--- config.mk ---
export PLATFORM = sky130hd
export DESIGN_NAME = alu_sequencer
export DESIGN_NICKNAME = d
export VERILOG_FILES = /design/src/rtl/alu_seq_pkg.sv /design/src/rtl/alu_sequencer.sv
export SDC_FILE = /design/constraint.sdc
export NUM_CORES = 1
export LEC_CHECK = 0
export ABC_AREA = 1
export BUFFER_PORTS_ARGS = -buffer_cell sky130_fd_sc_hd__buf_2
export CORE_UTILIZATION = 42
export CTS_CLUSTER_DIAMETER = 80
export CTS_CLUSTER_SIZE = 25
export DETAILED_ROUTE_END_ITERATION = 10
export MAX_ROUTING_LAYER = met4
export PLACE_DENSITY_LB_ADDON = 0.2
export SLEW_MARGIN = 20
export SYNTH_ARGS = -nofsm -noshare
export SYNTH_HDL_FRONTEND = slang
export SYNTH_SLANG_ARGS = --single-unit
--- constraint.sdc ---
create_clock -name clk -period 2.2 [get_ports clk]
set_clock_uncertainty 0.05 [all_clocks]
set_input_delay 0.44 -clock clk [delete_from_list [all_inputs] [get_ports clk]]
set_output_delay 0.44 -clock clk [all_outputs]
set_load 0.01 [all_outputs]
--- src/rtl/alu_seq_pkg.sv ---
// Shared constants for the ALU instruction sequencer: opcodes, field positions
// and FSM state encoding.
package alu_seq_pkg;

    localparam logic [1:0] OP_NOP = 2'b00;
    localparam logic [1:0] OP_ALU = 2'b01;
    localparam logic [1:0] OP_LI  = 2'b10;
    localparam logic [1:0] OP_ILL = 2'b11;

    localparam int OP_HI  = 31;
    localparam int OP_LO  = 30;
    localparam int RS_HI  = 25;
    localparam int RS_LO  = 21;
    localparam int RT_HI  = 20;
    localparam int RT_LO  = 16;
    localparam int RD_HI  = 15;
    localparam int RD_LO  = 11;
    localparam int FN_HI  = 3;
    localparam int FN_LO  = 0;
    localparam int LRD_HI = 25;
    localparam int LRD_LO = 21;
    localparam int IMM_HI = 15;
    localparam int IMM_LO = 0;

    localparam logic [2:0] S_IDLE   = 3'd0;
    localparam logic [2:0] S_DECODE = 3'd1;
    localparam logic [2:0] S_EXEC   = 3'd2;
    localparam logic [2:0] S_LATCH  = 3'd3;
    localparam logic [2:0] S_WRITE  = 3'd4;
    localparam logic [2:0] S_DONE   = 3'd5;

endpackage

--- src/rtl/alu_sequencer.sv ---
// Multi-cycle sequencer: accepts one instruction at a time and drives the
// register-bank/ALU control signals from a captured instruction register.
module alu_sequencer
    import alu_seq_pkg::*;
#(
    parameter int EXEC_CYCLES = 2
) (
    input  logic        clk,
    input  logic        reset,
    input  logic        instr_valid,
    input  logic [31:0] instr,
    output logic        instr_ready,
    output logic [4:0]  reg1Addr,
    output logic [4:0]  reg2Addr,
    output logic [4:0]  regWrite,
    output logic [3:0]  aluControl,
    output logic [31:0] regWriteData,
    output logic        write,
    output logic        write_to_reg,
    output logic        busy,
    output logic        done,
    output logic        illegal
);

    logic [2:0]  state_q, state_d;
    logic [31:0] ir_q, ir_d;
    logic [3:0]  cnt_q, cnt_d;

    logic [1:0]  op;
    logic [4:0]  rd;
    logic        in_flight;
    logic        unused_ir;

    assign op        = ir_q[OP_HI:OP_LO];
    assign rd        = (op == OP_LI) ? ir_q[LRD_HI:LRD_LO] : ir_q[RD_HI:RD_LO];
    assign in_flight = (state_q == S_DECODE) || (state_q == S_EXEC) ||
                       (state_q == S_LATCH)  || (state_q == S_WRITE);
    assign unused_ir = ^{ir_q[29:26], ir_q[10:4]};

    always_comb begin
        state_d = state_q;
        ir_d    = ir_q;
        cnt_d   = cnt_q;
        case (state_q)
            S_IDLE: begin
                if (instr_valid) begin
                    ir_d    = instr;
                    state_d = S_DECODE;
                end
            end
            S_DECODE: begin
                case (op)
                    OP_ALU: begin
                        state_d = S_EXEC;
                        cnt_d   = 4'(EXEC_CYCLES - 1);
                    end
                    OP_LI:   state_d = S_LATCH;
                    default: state_d = S_DONE;
                endcase
            end
            // Counter was preloaded with EXEC_CYCLES-1, so EXEC spans EXEC_CYCLES cycles.
            S_EXEC: begin
                if (cnt_q == 4'd0) state_d = S_LATCH;
                else               cnt_d   = cnt_q - 4'd1;
            end
            S_LATCH: state_d = S_WRITE;
            S_WRITE: state_d = S_DONE;
            default: state_d = S_IDLE;
        endcase
    end

    always_ff @(posedge clk or posedge reset) begin
        if (reset) begin
            state_q <= S_IDLE;
            ir_q    <= '0;
            cnt_q   <= '0;
        end else begin
            state_q <= state_d;
            ir_q    <= ir_d;
            cnt_q   <= cnt_d;
        end
    end

    // Outputs decode only registered state, so reset clears them without a clock.
    always_comb begin
        instr_ready  = (state_q == S_IDLE) && !reset;
        busy         = (state_q != S_IDLE);
        reg1Addr     = '0;
        reg2Addr     = '0;
        aluControl   = '0;
        regWrite     = '0;
        regWriteData = '0;
        write        = 1'b0;
        write_to_reg = 1'b0;
        done         = (state_q == S_DONE);
        illegal      = (state_q == S_DONE) && (op == OP_ILL);
        if (in_flight && op == OP_ALU) begin
            reg1Addr   = ir_q[RS_HI:RS_LO];
            reg2Addr   = ir_q[RT_HI:RT_LO];
            aluControl = ir_q[FN_HI:FN_LO];
        end
        if (in_flight && op == OP_LI) begin
            regWriteData = {{16{ir_q[IMM_HI]}}, ir_q[IMM_HI:IMM_LO]};
            write        = (state_q != S_EXEC);
        end
        if (state_q == S_WRITE) begin
            regWrite     = rd;
            write_to_reg = (rd != 5'd0);
        end
    end

endmodule

==> results.md <==
- Worst setup EP type: output pin
- Total core area: 4500 um^2
- Final period util: between 90% and 100%
- Sw frac: 43.9%
- Comb power frac: about 55%
- Share of the yosys chip area belonging to registers: 43.3%
- Slowest-stage cell, CP: dfrtp_2
- CTS buffer count: 5
- N_diodes: 0
- Overall routing resource usage: 18.4%
- Overflow after GRT: 0
- Die W: between 70 and 80 um
- Average size of a mapped cell: 7.72 um^2
- First-pass GRT wire length: 6.93 mm
- CP Class: reg -> out
- Tightest Hold Check Type: in -> async
- Slew @ Worst Pin: between 0.4 and 0.5 ns
- Maximum VDD drop: about 0.57 mV
- Vias in the first global route: 1527
- Hold buffers post-CTS: 0
- Final hold vios: 0
- Clk pwr share: 13.7%
- I/O Pins: 92
- # DRC: 7
- Worst setup SP type: flip-flop
- Status: finished, violations left
- NumNets Final: 386
- # fillers: about 430
- Cell Area, Placed: 2390 um^2
- Syn_nets: 302
- Share of layout cells above drive strength 1: between 40% and 50%
- GPL Wtd Cong: about 0.73
- Failing checks: design-rule violations
- Die Span Y: 71.4 um
- Initial Util: 44.9%
- Flops & latches, synth: 35
- CP peak stage delay: roughly 0.47 ns
- First drt pass iteration count: 7
- RSZ-0062 raised after global routing: true
- Relative slew slack: ~70%
- Num rows: 24
- Synth Instances: roughly 260
- CP Max Fanout: 17
- Wirelength per Cell: 10.9 um
- Setup Viol. Count Final: 0
- CTS tree: done
- Setup TNS: 0 ns
- Post-Syn Area: 2020 um^2
- Via count: 1794
- Crit path DAT: ~1.7 ns
- Pin count of the biggest net entering global routing: 57
- Initial DRC Count: 76
- Fin. max-slew vios: 0
- Max Buffers Root-to-Sink: 2
- Worst r2r path cells: 7
- P_int: 1.95 mW
- WP data required: 1.71 ns
- Skew-Pair Late Insertion Delay: approximately 0.29 ns
- Root buf cell: clkbuf_8
- Post-route minimum period: 2.14 ns
- H-tree depth: 2
- Clk slew on worst S/H paths: 0.07 ns
- DR vias/cell: 4.51
- Initial antenna violation count: 0
- Distinct cell type count after synthesis: 23
- Switch Pwr: roughly 1.5 mW
- DIE AREA: 5100 um^2
- IO buf count: 87
- DP Wirelength: between 3 and 4 mm
- CTS Sinks: 35
- Post-DRT Antenna Nets: 0
- Max Cap Viol: 0
- Design Area, Final: 2630 um^2
- Reg power frac: 31.4%
- PwrDens: roughly 1300 nW/um^2
- Max frequency: 467 MHz
- Synth warn: 0
- Routed wire length: 4.36 mm
- Area growth syn-to-layout: 30.2%
- CP cell instances: nor2_4 > nand2_4 > o21ai_2 > inv_2 > nand2_4 > nand2_8 > nor2_4 > buf_12 > buf_2
- Leakage power: roughly 1.5 nW
[cells in the mapped netlist]
master	instances	area, um^2
nor2_2	2	12.5
inv_2	2	7.51
buf_4	19	143
o21bai_1	1	7.51
o21ai_1	7	35.0
nand2_1	49	184
nand2_4	5	56.3
or2_2	2	12.5
nand3_2	2	20.0
a31oi_1	1	6.26
buf_6	5	56.3
nor2_4	1	11.3
buf_2	1	5.00
nor3_1	2	10.0
inv_1	40	150
nor2_1	43	161
o21ai_2	1	8.76
dfrtp_1	35	876
and3_1	1	6.26
a21oi_1	1	5.00
o21ai_0	31	155
nand3_1	6	30.0
ha_1	5	62.6
[per-layer routing]
layer / routed length, um / share of wire, % / GRT usage, % / up-vias
li1: - / - / - / 950
met1: 2090 / 48 / 22.6 / 773
met2: 1950 / 45 / 29.1 / 65
met3: 253 / 5.8 / 5.06 / 6
met4: 63 / 1.4 / 6.67 / 0
met5: 0 / 0 / - / -
[cells in the final DEF (no fill, tap or decap), drive strengths merged]
| cell type | netlist | final |
|---|---|---|
| inv | 42 | 42 |
| clkbuf | 0 | 6 |
| buf | 25 | 102 |
| nor2 | 46 | 46 |
| a31oi | 1 | 1 |
| o21bai | 1 | 1 |
| o21ai | 39 | 39 |
| clkinv | 0 | 1 |
| ha | 5 | 5 |
| dfrtp | 35 | 35 |
| nor3 | 2 | 2 |
| or2 | 2 | 2 |
| nand3 | 8 | 8 |
| nand2 | 54 | 54 |
| and3 | 1 | 1 |
| a21oi | 1 | 1 |
[final timing paths]
kind | start | to | slack [ns]
max | state_q[1] | regWriteData[24] | 0.06
min | reset | state_q[0] | 0.21
max reg2reg | state_q[1] | ir_q[12] | 0.66
min reg2reg | cnt_q[1] | cnt_q[1] | 0.47
max in group asynchronous | reset | state_q[2] | 1.54
min in group clk | instr[21] | ir_q[21] | 0.30
[cells by family after synthesis]
| logic type | share of synthesized area [%] |
|---|---|
| buf+inv | 17.9 |
| compound gates | 10.8 |
| flops | 43.3 |
| fa+ha+maj | 3.09 |
| simple gates | 24.9 |
[flip-flops by register name (all words and copies together), names as in the netlist]
| register | count |
|---|---|
| cnt_q | 4 |
| state_q | 3 |
| ir_q | 28 |
[layout make-up]
| type | instances | area (um^2) | share of cell area (%) |
|---|---|---|---|
| Clock buffer | 6 | 82.6 | 3.14 |
| Clock inverter | 1 | 5.00 | 0.190 |
| Inverter | 42 | 163 | 6.18 |
| Multi-Input combinational cell | 160 | 851 | 32.3 |
| Sequential cell | 35 | 880 | 33.4 |
| Tap cell | 52 | 65.1 | 2.47 |
| Timing Repair Buffer | 102 | 587 | 22.3 |
[power groups by stage]
| stage | Sequential, mW | Clock (mW) | Combinational, mW |
|---|---|---|---|
| 6_report | 1.09 | 0.475 | 1.91 |
| 5_1_grt | 1.12 | 0.521 | 2.15 |
| 4_1_cts | 1.09 | 0.492 | 1.82 |
| 3_5_place_dp | 1.08 | 0 | 1.67 |
| 3_3_place_gp | 1.07 | 0 | 1.65 |
| 2_1_floorplan | 1.05 | 0 | 1.32 |
[repair_timing]
item,CTS,global route
setup endpoints to repair,25,35
gates resized for setup,10,18
buffers inserted,6,4
pin swaps,1,4
[worst max-delay path: cells and delay by family, from the launching register on]
| kind | cells | cell delay [ns] |
|---|---|---|
| and+or+nand+nor | 5 | 0.50 |
| DFF | 1 | 0.47 |
| AOI/OAI and AO/OA | 1 | 0.06 |
| buffers and inverters | 3 | 0.32 |
[through the flow]
step | std cells | power (mW) | util [%] | worst slack, ns | hold WS, ns
floorplan | 262 | 2.37 | - | 0.0938 | 0.425
global placement | 381 | 2.72 | 53.0 | 0.197 | 0.452
detailed placement | 381 | 2.75 | 53.0 | 0.188 | 0.458
CTS | 394 | 3.40 | 56.8 | 0.0184 | 0.227
global route | 398 | 3.79 | 58.4 | -0.0385 | 0.265
finish | 398 | 3.48 | 58.4 | 0.0604 | 0.207
No activity file was read; power rests on OpenSTA's default activity.
